==> src/rtl/lagarto_plic_pkg.sv <==
// rtl/lagarto_plic_pkg.sv - shared PLIC arbitration types and constants
// Contents:
//   interrupt_priority_t / interrupt_id_t : default-width priority and ID types
//   NO_INTERRUPT_PRIORITY / NO_INTERRUPT_ID : the "nothing pending" encoding
//   max_candidate_t : {prio, id} pair carried through the max reduction
package lagarto_plic_pkg;

    localparam int DEFAULT_NUM_SOURCES    = 31;
    localparam int DEFAULT_PRIORITY_WIDTH = 3;
    localparam int DEFAULT_ID_WIDTH       = $clog2(DEFAULT_NUM_SOURCES + 1);

    typedef logic [DEFAULT_PRIORITY_WIDTH-1:0] interrupt_priority_t;
    typedef logic [DEFAULT_ID_WIDTH-1:0]       interrupt_id_t;

    localparam interrupt_priority_t NO_INTERRUPT_PRIORITY = '0;
    localparam interrupt_id_t       NO_INTERRUPT_ID       = '0;

    // "priority" is a reserved word, so the field is named prio.
    typedef struct packed {
        interrupt_priority_t prio;
        interrupt_id_t       id;
    } max_candidate_t;

endpackage

==> src/rtl/lagarto_plic_lane_max.sv <==
// rtl/lagarto_plic_lane_max.sv - combinational LANES+1 input priority/ID max reduction
// Ports:
//   run_prio, run_id   : running maximum carried from earlier chunks
//   lane_prio, lane_id : packed candidates of the current chunk, (0,0) if not qualifying
//   max_prio, max_id   : winner; higher priority wins, equal priority -> greater ID
module lagarto_plic_lane_max
    import lagarto_plic_pkg::*;
#(
    parameter int LANES          = 4,
    parameter int PRIORITY_WIDTH = DEFAULT_PRIORITY_WIDTH,
    parameter int ID_WIDTH       = DEFAULT_ID_WIDTH
) (
    input  logic [PRIORITY_WIDTH-1:0]       run_prio,
    input  logic [ID_WIDTH-1:0]             run_id,
    input  logic [LANES*PRIORITY_WIDTH-1:0] lane_prio,
    input  logic [LANES*ID_WIDTH-1:0]       lane_id,
    output logic [PRIORITY_WIDTH-1:0]       max_prio,
    output logic [ID_WIDTH-1:0]             max_id
);

    // The (prio, id) ordering is a lexicographic max, so folding the
    // candidates in any order gives the same winner.
    always_comb begin
        max_prio = run_prio;
        max_id   = run_id;
        for (int j = 0; j < LANES; j++) begin
            if ((lane_prio[j*PRIORITY_WIDTH +: PRIORITY_WIDTH] > max_prio) ||
                ((lane_prio[j*PRIORITY_WIDTH +: PRIORITY_WIDTH] == max_prio) &&
                 (lane_id[j*ID_WIDTH +: ID_WIDTH] > max_id))) begin
                max_prio = lane_prio[j*PRIORITY_WIDTH +: PRIORITY_WIDTH];
                max_id   = lane_id[j*ID_WIDTH +: ID_WIDTH];
            end
        end
    end

endmodule

==> src/rtl/lagarto_plic_sweep_arbiter.sv <==
// rtl/lagarto_plic_sweep_arbiter.sv - time-multiplexed PLIC target max-priority arbiter
// Ports:
//   clk_i, rst_i   : clock, synchronous active-high reset
//   pending_i      : gateway pending bits, bit i-1 is ID i
//   enable_i       : target enable bits, bit i-1 is ID i
//   priority_i     : packed priorities, slice i-1 is ID i
//   threshold_i    : target threshold, sampled on the publish cycle
//   claim_i        : claim read pulse; clears outputs and restarts the sweep
//   max_id_o       : published winning ID (0 = none)
//   max_priority_o : published winning priority
//   eip_o          : published priority > threshold
//   sweep_done_o   : one-cycle pulse with each new publish
module lagarto_plic_sweep_arbiter
    import lagarto_plic_pkg::*;
#(
    parameter  int NUM_SOURCES    = 31,
    parameter  int PRIORITY_WIDTH = 3,
    parameter  int LANES          = 4,
    localparam int ID_WIDTH       = $clog2(NUM_SOURCES + 1)
) (
    input  logic                                clk_i,
    input  logic                                rst_i,
    input  logic [NUM_SOURCES-1:0]              pending_i,
    input  logic [NUM_SOURCES-1:0]              enable_i,
    input  logic [NUM_SOURCES*PRIORITY_WIDTH-1:0] priority_i,
    input  logic [PRIORITY_WIDTH-1:0]           threshold_i,
    input  logic                                claim_i,
    output logic [ID_WIDTH-1:0]                 max_id_o,
    output logic [PRIORITY_WIDTH-1:0]           max_priority_o,
    output logic                                eip_o,
    output logic                                sweep_done_o
);

    localparam int SWEEPS    = (NUM_SOURCES + LANES - 1) / LANES;
    localparam int CNT_WIDTH = (SWEEPS > 1) ? $clog2(SWEEPS) : 1;
    // Chunk table is padded to a power of two so the counter indexes it exactly;
    // padding chunks are never selected because the counter wraps at SWEEPS-1.
    localparam int DEPTH     = 1 << CNT_WIDTH;

    localparam logic [CNT_WIDTH-1:0]      LAST_CHUNK = CNT_WIDTH'(SWEEPS - 1);
    localparam logic [PRIORITY_WIDTH-1:0] ZERO_PRIO  = PRIORITY_WIDTH'(NO_INTERRUPT_PRIORITY);
    localparam logic [ID_WIDTH-1:0]       ZERO_ID    = ID_WIDTH'(NO_INTERRUPT_ID);

    logic [CNT_WIDTH-1:0]            chunk_q;
    logic [PRIORITY_WIDTH-1:0]       run_prio_q;
    logic [ID_WIDTH-1:0]             run_id_q;

    logic [LANES*PRIORITY_WIDTH-1:0] chunk_prio [DEPTH];
    logic [LANES*ID_WIDTH-1:0]       chunk_id   [DEPTH];
    logic [PRIORITY_WIDTH-1:0]       red_prio;
    logic [ID_WIDTH-1:0]             red_id;

    // Candidate for every (chunk, lane) slot. Non-qualifying sources and
    // phantom IDs beyond NUM_SOURCES present as (0, 0) so they can never win.
    for (genvar c = 0; c < DEPTH; c++) begin : g_chunk
        for (genvar j = 0; j < LANES; j++) begin : g_lane
            localparam int SRC = c * LANES + j + 1;
            if ((c < SWEEPS) && (SRC <= NUM_SOURCES)) begin : g_real
                logic qual;
                assign qual = pending_i[SRC-1] & enable_i[SRC-1] &
                              (|priority_i[(SRC-1)*PRIORITY_WIDTH +: PRIORITY_WIDTH]);
                assign chunk_prio[c][j*PRIORITY_WIDTH +: PRIORITY_WIDTH] =
                    qual ? priority_i[(SRC-1)*PRIORITY_WIDTH +: PRIORITY_WIDTH] : ZERO_PRIO;
                assign chunk_id[c][j*ID_WIDTH +: ID_WIDTH] =
                    qual ? ID_WIDTH'(SRC) : ZERO_ID;
            end else begin : g_phantom
                assign chunk_prio[c][j*PRIORITY_WIDTH +: PRIORITY_WIDTH] = ZERO_PRIO;
                assign chunk_id[c][j*ID_WIDTH +: ID_WIDTH]               = ZERO_ID;
            end
        end
    end

    lagarto_plic_lane_max #(
        .LANES          (LANES),
        .PRIORITY_WIDTH (PRIORITY_WIDTH),
        .ID_WIDTH       (ID_WIDTH)
    ) u_lane_max (
        .run_prio  (run_prio_q),
        .run_id    (run_id_q),
        .lane_prio (chunk_prio[chunk_q]),
        .lane_id   (chunk_id[chunk_q]),
        .max_prio  (red_prio),
        .max_id    (red_id)
    );

    // The running max is cleared on the publish edge, so chunk 0 always
    // starts from (0, 0) without needing a separate select on the reducer input.
    always_ff @(posedge clk_i) begin
        if (rst_i || claim_i) begin
            chunk_q        <= '0;
            run_prio_q     <= ZERO_PRIO;
            run_id_q       <= ZERO_ID;
            max_id_o       <= ZERO_ID;
            max_priority_o <= ZERO_PRIO;
            eip_o          <= 1'b0;
            sweep_done_o   <= 1'b0;
        end else if (chunk_q == LAST_CHUNK) begin
            chunk_q        <= '0;
            run_prio_q     <= ZERO_PRIO;
            run_id_q       <= ZERO_ID;
            max_id_o       <= red_id;
            max_priority_o <= red_prio;
            eip_o          <= (red_prio > threshold_i);
            sweep_done_o   <= 1'b1;
        end else begin
            chunk_q        <= chunk_q + 1'b1;
            run_prio_q     <= red_prio;
            run_id_q       <= red_id;
            sweep_done_o   <= 1'b0;
        end
    end

endmodule

==> config.mk <==
export PLATFORM = sky130hd
export DESIGN_NAME = lagarto_plic_sweep_arbiter
export DESIGN_NICKNAME = d
export VERILOG_FILES = /design/src/rtl/lagarto_plic_pkg.sv /design/src/rtl/lagarto_plic_lane_max.sv /design/src/rtl/lagarto_plic_sweep_arbiter.sv
export SDC_FILE = /design/constraint.sdc
export NUM_CORES = 1
export LEC_CHECK = 0
export CAP_MARGIN = 20
export CORE_UTILIZATION = 60
export CTS_BUF_LIST = sky130_fd_sc_hd__clkbuf_4 sky130_fd_sc_hd__clkbuf_8 sky130_fd_sc_hd__clkbuf_16
export DETAILED_ROUTE_END_ITERATION = 8
export DONT_BUFFER_PORTS = 1
export GPL_TIMING_DRIVEN = 1
export PLACE_DENSITY = 0.76
export SLEW_MARGIN = 15
export SYNTH_ARGS = -nofsm -noshare
export SYNTH_HDL_FRONTEND = slang
export SYNTH_SLANG_ARGS = --single-unit
==> constraint.sdc <==
create_clock -name clk_i -period 19.3 [get_ports clk_i]
set_input_delay 4.825 -clock clk_i [delete_from_list [all_inputs] [get_ports clk_i]]
set_output_delay 4.825 -clock clk_i [all_outputs]
set_load 0.03 [all_outputs]
After elaboration in Yosys (flattened, before gate mapping)
Cells that the tools add are included.
{"block": "classes", "n_addsub": 1, "n_mul": 0, "n_div": 0, "magnitude_cmp": 10, "n_eq_ne": 5, "shifts": 0, "n_mux": 77, "bitwise_logic": 63, "n_reduce_logical": 41}
{"operator": "$mux W3", "count": 39}
{"operator": "$mux W5", "count": 20}
{"operator": "$reduce_or A3 Y1", "count": 31}
{"operator": "$and A1 B1 Y1", "count": 62}
{"operator": "$bmux W20 S3", "count": 1}
{"operator": "$mux W20", "count": 2}
{"operator": "$bmux W12 S3", "count": 1}
{"operator": "$mux W4", "count": 8}
{"operator": "$mux W12", "count": 2}
{"operator": "$gt A5 B5 Y1", "count": 4}
{"operator": "$gt A3 B3 Y1", "count": 5}
{"operator": "$eq A3 B3 Y1", "count": 4}
{"operator": "$logic_or A1 B1 Y1", "count": 5}
{"operator": "$ge A4 B4 Y1 const B", "count": 1}
{"operator": "$logic_and A1 B1 Y1", "count": 4}
{"operator": "$mux W2", "count": 2}
{"operator": "$not A3 Y4", "count": 1}
{"operator": "$add A3 B1 Y3 const B", "count": 1}
{"operator": "$eq A3 B3 Y1 const B", "count": 1}
{"operator": "$mux W1", "count": 2}
{"operator": "$reduce_or A2 Y1", "count": 1}
{"block": "totals", "register_bits": 21, "latchBits": 0, "mem_bits_rw": 0, "rom_bits": 0, "inputBits": 161, "output_inout_bits": 10, "wordCells": 204, "n_memories": 0}

Logic depth before layout (Yosys ltp)
{"block": "logic_depth", "depth_word": 23, "mapped_depth": 44, "mapped_depth_nobuf": 38}

Hierarchy
From an unflattened synthesis, not the netlist that was laid out.
{"block": "hier_totals", "cells_unflattened": 429, "hier_area_um2": 3419.5}
{"module": "lagarto_plic_sweep_arbiter", "n_inst": 1, "cells_per_inst": 268, "area_per_inst_um2": 2130.8, "seq_area_each_um2": 420.4}
{"module": "lagarto_plic_lane_max", "n_inst": 1, "cells_per_inst": 161, "area_per_inst_um2": 1288.7, "seq_area_each_um2": 0.0}

Worst setup path before layout
OpenSTA, ideal clock, no wires.
{"block": "synth_path", "path_type": "input port to flip-flop", "startpoint": "input priority_i[84]", "endpoint": "register eip_o", "setup_ns": 0.117, "t_arrival_ns": 12.463, "required_time_ns": 19.183, "path_slack_ns": 6.720, "stages": 38, "n_path_buf": 3, "path_cell_list": "nor3_1 -> nor2_1 -> mux4_2 -> ha_1 -> and4b_4 -> a221oi_2 -> o21ba_1 -> buf_6 -> mux2i_1 -> ha_1 -> nor2b_1 -> o21ai_1 -> nand2_1 -> a21oi_1 -> a21o_1 -> buf_2 -> o21ai_0 -> ha_1 -> (+2 left out) -> a21o_1 -> nand2_1 -> clkbuf_1 -> nor2_1 -> a211oi_1 -> ha_1 -> nand3_1 -> a211oi_1 -> a21oi_1 -> or3b_1 -> mux2i_4 -> nor3b_1 -> nor2_1 -> ha_1 -> nor2b_1 -> o21ai_0 -> nand2b_1 -> a32o_1"}
{"block": "synth_between", "elab_chain_len": 23, "elab_cells_between_ends": 38, "classes_between": "9 x order compare; 4 x eq/ne; 15 x mux; 1 x bitwise; 9 x reduce/logical"}
{"element": "from (decl)", "line": "lagarto_plic_sweep_arbiter.sv:25", "text": "input logic [NUM_SOURCES*PRIORITY_WIDTH-1:0] priority_i,"}
{"element": "$reduce_or A3 Y1", "line": "lagarto_plic_sweep_arbiter.sv:61", "text": "(|priority_i[(SRC-1)*PRIORITY_WIDTH +: PRIORITY_WIDTH]);"}
{"element": "$and A1 B1 Y1", "line": "lagarto_plic_sweep_arbiter.sv:60", "text": "assign qual = pending_i[SRC-1] & enable_i[SRC-1] &"}
{"element": "$mux W5 or $mux W3 (tied branches)", "line": "lagarto_plic_sweep_arbiter.sv:65, lagarto_plic_sweep_arbiter.sv:63"}
{"element": "$bmux W20 S3 or $bmux W12 S3 (tied branches)", "line": "lagarto_plic_sweep_arbiter.sv:81, lagarto_plic_sweep_arbiter.sv:80"}
{"element": "$mux W20 (not written as such) or $mux W12 (tied branches) (2 in series)", "line": "lagarto_plic_sweep_arbiter.sv:81, lagarto_plic_sweep_arbiter.sv:80"}
{"element": "$gt A5 B5 Y1 or $eq A3 B3 Y1 (tied branches)", "line": "lagarto_plic_lane_max.sv:29, lagarto_plic_lane_max.sv:28"}
{"element": "$logic_and A1 B1 Y1", "line": "lagarto_plic_lane_max.sv:28", "text": "((lane_prio[j*PRIORITY_WIDTH +: PRIORITY_WIDTH] == max_prio) &&"}
{"element": "$logic_or A1 B1 Y1", "line": "lagarto_plic_lane_max.sv:27", "text": "if ((lane_prio[j*PRIORITY_WIDTH +: PRIORITY_WIDTH] > max_prio) ||"}
{"element": "(+7 left out)"}
{"element": "$logic_or A1 B1 Y1", "line": "lagarto_plic_lane_max.sv:27"}
{"element": "$mux W5 or $mux W3 (tied branches)", "line": "lagarto_plic_lane_max.sv:27"}
{"element": "$gt A5 B5 Y1 or $eq A3 B3 Y1 (tied branches)", "line": "lagarto_plic_lane_max.sv:29, lagarto_plic_lane_max.sv:28"}
{"element": "$logic_and A1 B1 Y1", "line": "lagarto_plic_lane_max.sv:28"}
{"element": "$logic_or A1 B1 Y1", "line": "lagarto_plic_lane_max.sv:27"}
{"element": "$mux W3 *", "line": "lagarto_plic_lane_max.sv:27"}
{"element": "net red_prio[1]", "line": "lagarto_plic_sweep_arbiter.sv:50", "text": "logic [PRIORITY_WIDTH-1:0] red_prio;"}
{"element": "$gt A3 B3 Y1 *", "line": "lagarto_plic_sweep_arbiter.sv:103", "text": "eip_o <= (red_prio > threshold_i);"}
{"element": "to (signal assigned)", "line": "lagarto_plic_sweep_arbiter.sv:103"}
{"element": "to (decl)", "line": "lagarto_plic_sweep_arbiter.sv:30", "text": "output logic eip_o,"}
Mark *: on every way through the listed nets, which the timed path passes. The rest lies on a longest branch. The select of a mux whose other input is x is not followed.
A chain may end at the register's enable or synchronous reset.

Final worst setup path
{"block": "layout_path", "startpoint": "input priority_i[12]", "endpoint": "register eip_o"}
{"block": "layout_between", "elab_chain_len": 23, "elab_cells_between_ends": 38, "classes_between": "9 x order compare; 4 x eq/ne; 15 x mux; 1 x bitwise; 9 x reduce/logical"}
{"element": "$reduce_or A3 Y1", "line": "lagarto_plic_sweep_arbiter.sv:61"}
{"element": "$and A1 B1 Y1", "line": "lagarto_plic_sweep_arbiter.sv:60"}
{"element": "$mux W3, on equally long branches", "line": "lagarto_plic_sweep_arbiter.sv:65, lagarto_plic_sweep_arbiter.sv:63"}
{"element": "$bmux W20 S3 or $bmux W12 S3 (tied branches)", "line": "lagarto_plic_sweep_arbiter.sv:81, lagarto_plic_sweep_arbiter.sv:80"}
{"element": "$mux W20 (not written as such) or $mux W12 (tied branches) (2 in series)", "line": "lagarto_plic_sweep_arbiter.sv:81, lagarto_plic_sweep_arbiter.sv:80"}
{"element": "$gt A5 B5 Y1 or $eq A3 B3 Y1 (tied branches)", "line": "lagarto_plic_lane_max.sv:29, lagarto_plic_lane_max.sv:28"}
{"element": "$logic_and A1 B1 Y1", "line": "lagarto_plic_lane_max.sv:28"}
{"element": "$logic_or A1 B1 Y1", "line": "lagarto_plic_lane_max.sv:27"}
{"element": "(+7 left out)"}
{"element": "$logic_or A1 B1 Y1", "line": "lagarto_plic_lane_max.sv:27"}
{"element": "$mux W5 or $mux W3 (tied branches)", "line": "lagarto_plic_lane_max.sv:27"}
{"element": "$gt A5 B5 Y1 or $eq A3 B3 Y1 (tied branches)", "line": "lagarto_plic_lane_max.sv:29, lagarto_plic_lane_max.sv:28"}
{"element": "$logic_and A1 B1 Y1", "line": "lagarto_plic_lane_max.sv:28"}
{"element": "$logic_or A1 B1 Y1", "line": "lagarto_plic_lane_max.sv:27"}
{"element": "$mux W3 *", "line": "lagarto_plic_lane_max.sv:27"}
{"element": "net red_prio[1]", "line": "lagarto_plic_sweep_arbiter.sv:50"}
{"element": "$gt A3 B3 Y1 *", "line": "lagarto_plic_sweep_arbiter.sv:103"}
Marks and branches as above.

==> metrics.md <==
| Metric | Value |
|---|---|
| Status | finished clean |
| Largest net degree at the start of global routing | 31 |
| Sw power | 0.414 mW |
| Post-synth EDFFs | 0 |
| Smallest hold slack | 0.615 ns |
| Top cells by area, synth | dfxtp_1 12%, ha_1 12%, and3_1 5.7% |
| Stages on the worst setup path | 35 |
| Initial DRC count | 176 |
| Drt pass-1 iters | 5 |
| Fin crit period | between 10 and 15 ns |
| Longest Clk Path Bufs | 2 |
| Initial antenna violation count | 0 |
| Post-DRT Antenna Nets | 0 |
| All-Layer GR Usage | 32.5% |
| Worst slew margin | between 30% and 40% |
| Slew Viols, Final | 0 |
| WS Path Type | primary input to register |
| Count of final setup violators | 0 |
| CP bufs+invs | 1 |
| Asr flop ratio synth | 0% |
| Die height | between 70 and 80 µm |
| Sequential power share | under 10% |
| Final Non-Filler Cells | about 500 |
| Max Cap Violations | 0 |
| Synthesized flop and latch total | 21 |
| Post-synth top area share | 12.4% |
| Pint | 0.342 mW |
| Worst hold start | max_priority_o[1] |
| Vias | around 3,700 |
| Leakage power | approximately 1.5 nW |
| R2R depth | 35 |
| Clk sink count | 21 |
| Final Cycle Share | a little over two thirds |
| CP Max Fanout | 18 |
| Ant. Diodes | 0 |
| Yosys warns | 0 |
| Post-CTS resize count | 0 |
| Gp weighted congestion | a little over 0.9 |
| Clock buffer count from CTS | 3 |
| Synth Instances | roughly 430 |
| Least-Margin Pin Slew | around 0.9 ns |
| Worst EP required | approximately 19 ns |
| Total I/O pin count | 171 |
| Sw Ratio | a little over half |
| RSZ-0062 raised after global routing | no |
| Hold depth | 2 |
| FF-to-FF setup slack | roughly 9.5 ns |
| Worst-path clk slew | ~0.080 ns |
| Family with the most delay on the worst path | compound AO/OA/AOI/OAI gates |
| Sequential-to-total area share from yosys stat | roughly an eighth |
| Crit path DAT | 13.61 ns |
| Total power | 0.756 mW |
| Buffers on Ports | 0 |
| GR Overflow Total | 0 |
| Reg2Reg Launch Point | chunk_q[0] |
| Fmax achieved | between 70 and 80 MHz |
| Cts hold-fix bufs | 0 |
| Hold crit path type | register to register |
| Power share of the combinational group | 89.3% |
| Most used cell, CP | ha_1 |
| Final WL | 9.95 mm |
| FP Rows | 27 |
| Syn-to-layout area delta | 2.06% |
| Layout cells sized above 1 | ~7.4% |
| Clk_skew | roughly 0.006 ns |
| Syn Area/Cell | roughly 8 µm² |
| Dpl hpwl | between 8 and 9 mm |
| Placed insts | roughly 490 |
| TNS Setup | 0 ns |
| Starting density of the core | ~62% |
| DR vias/cell | around 7.4 |
| Post-synthesis net count | 620 |
| Crit-path slowest cell | a21oi_1 |
| Vias in the first global route | 3,618 |
| Max VDD drop | ~0.15 mV |
| Worst Setup EP | eip_o |
| First-pass GRT wire length | 15.8 mm |
| H-tree lvl count | 1 |
| WL/cell | about 20 µm |
| Final Core Density | a little over three fifths |
| Die width | 77.2 µm |
| Die ar. | 5960 µm² |
| Main synth FF type | dfxtp_1 |
| Root buf cell | clkbuf_8 |
| Power per Cell Area | between 200 and 250 nW/µm² |
| DRC | 0 |
| Final Hold Vio Count | 0 |
| Synth area leader | dfxtp_1 |
| Clock Latency Late Sink | roughly 0.26 ns |
| Part of the power in the clock network | 3.8% |
| Core footprint | 5470 µm² |
| Kind of end point of the critical path | register |
| Setup Buffers After CTS | 0 |
| Post-synth cell types | between 70 and 80 |
| Final nets | between 600 and 700 |
| Post-Synthesis Cell Area | 3400 µm² |
| Reg-to-reg critical path endpoint | eip_o |
| CTS tree | yes |
| Critical path startpoint | priority_i[12] |
| CP max stage delay | 0.59 ns |
| Element type at the critical path start | primary input |
==> cell families (layout without fill, tap and decap cells) <==
family,after synthesis,in the layout,share of synthesized area [%]
adders and majority gates,33,33,12.2
AOI/OAI and AO/OA,126,126,31.0
DFF,21,21,12.4
buffers and inverters,34,27,4.61
and+or+nand+nor,201,201,35.8
muxes,11,11,4.09
==> routing by layer <==
metal	vias up	wire length (µm)	part of all wire (%)	track usage (%)
met4	0	461	4.6	14.2
met2	219	5010	50	62.4
met5	-	0	0	0
li1	1700	-	-	-
met3	49	624	6.3	3.33
met1	1687	3850	39	35.5
==> state kept, by name, summed over array words and instances, names as in the netlist <==
signal / cells
sweep_done_o: 1
run_id_q: 5
max_id_o: 5
chunk_q: 3
max_priority_o: 3
run_prio_q: 3
eip_o: 1
==> layout make-up <==
class                           instances  area, µm²
Inverter                               22       82.6
Sequential cell                        21        420
Timing Repair Buffer                    1       7.51
Clock buffer                            3       41.3
Tap cell                               72       90.1
Multi-Input combinational cell        371       2820
Fill cell                             522       2010
Clock inverter                          1       5.00
==> cell usage after synthesis, types with 3 or more instances <==
master / n
and4b_1: 6
and3_1: 31
nor3_1: 23
a2111o_1: 3
ha_1: 33
and2_1: 10
nand4b_1: 5
nor2_1: 17
a222oi_1: 3
or3_1: 10
nand3b_1: 4
a21o_1: 6
mux2_2: 3
a22o_1: 8
nand3_1: 14
nand2b_1: 5
a22oi_1: 24
o22ai_1: 3
inv_1: 22
mux2i_1: 6
a221o_1: 4
a21oi_1: 18
a211oi_1: 3
nand4_1: 10
nand2_1: 26
and3b_1: 6
o211ai_1: 3
o31a_1: 4
o21ai_0: 6
and4_1: 5
o31ai_1: 9
a211oi_2: 4
nor2b_1: 8
nor3b_1: 8
dfxtp_1: 21
clkbuf_1: 4
buf_4: 3
==> power groups by stage <==
stage	sequential, mW	clock [mW]	combinational, mW
6_report	0.0520	0.0285	0.675
5_1_grt	0.0523	0.0299	0.759
4_1_cts	0.0520	0.0285	0.665
3_5_place_dp	0.0531	0	0.663
3_3_place_gp	0.0529	0	0.639
2_1_floorplan	0.0509	0	0.550
==> tightest hold or removal path, stage by stage (launching register included) <==
cell and delay, ns:
dfxtp_1 0.42, nand2_1 0.10, o31ai_1 0.05
==> cell usage in the layout, fill, tap and decap left out, types with 8 or more instances in the layout <==
cell type / netlist / routed
nand3_1: 14 / 14
dfxtp_1: 21 / 21
nor3b_1: 8 / 8
nor2b_1: 8 / 8
a22oi_1: 24 / 24
nor2_1: 17 / 17
or3_1: 10 / 10
o31ai_1: 9 / 9
and3_1: 31 / 31
a21oi_1: 18 / 18
and2_1: 10 / 10
nand4_1: 10 / 10
ha_1: 33 / 33
nand2_1: 26 / 26
nor3_1: 23 / 23
a22o_1: 8 / 8
inv_1: 22 / 22
==> worst min path at each step <==
stage                              endpoint
final                     max_priority_o[1]
after global placement    max_priority_o[0]
after detailed placement        max_id_o[4]
after CTS                       max_id_o[4]
after global routing      max_priority_o[0]
after floorplan                  chunk_q[1]
==> through the flow <==
step                area (µm²)  setup slack, ns
floorplan                 3400             6.72
global placement          3420             6.13
detailed placement        3420             5.74
CTS                       3470             6.01
global route              3470             5.09
finish                    3470             5.85
No activity file was read; power rests on OpenSTA's default activity.
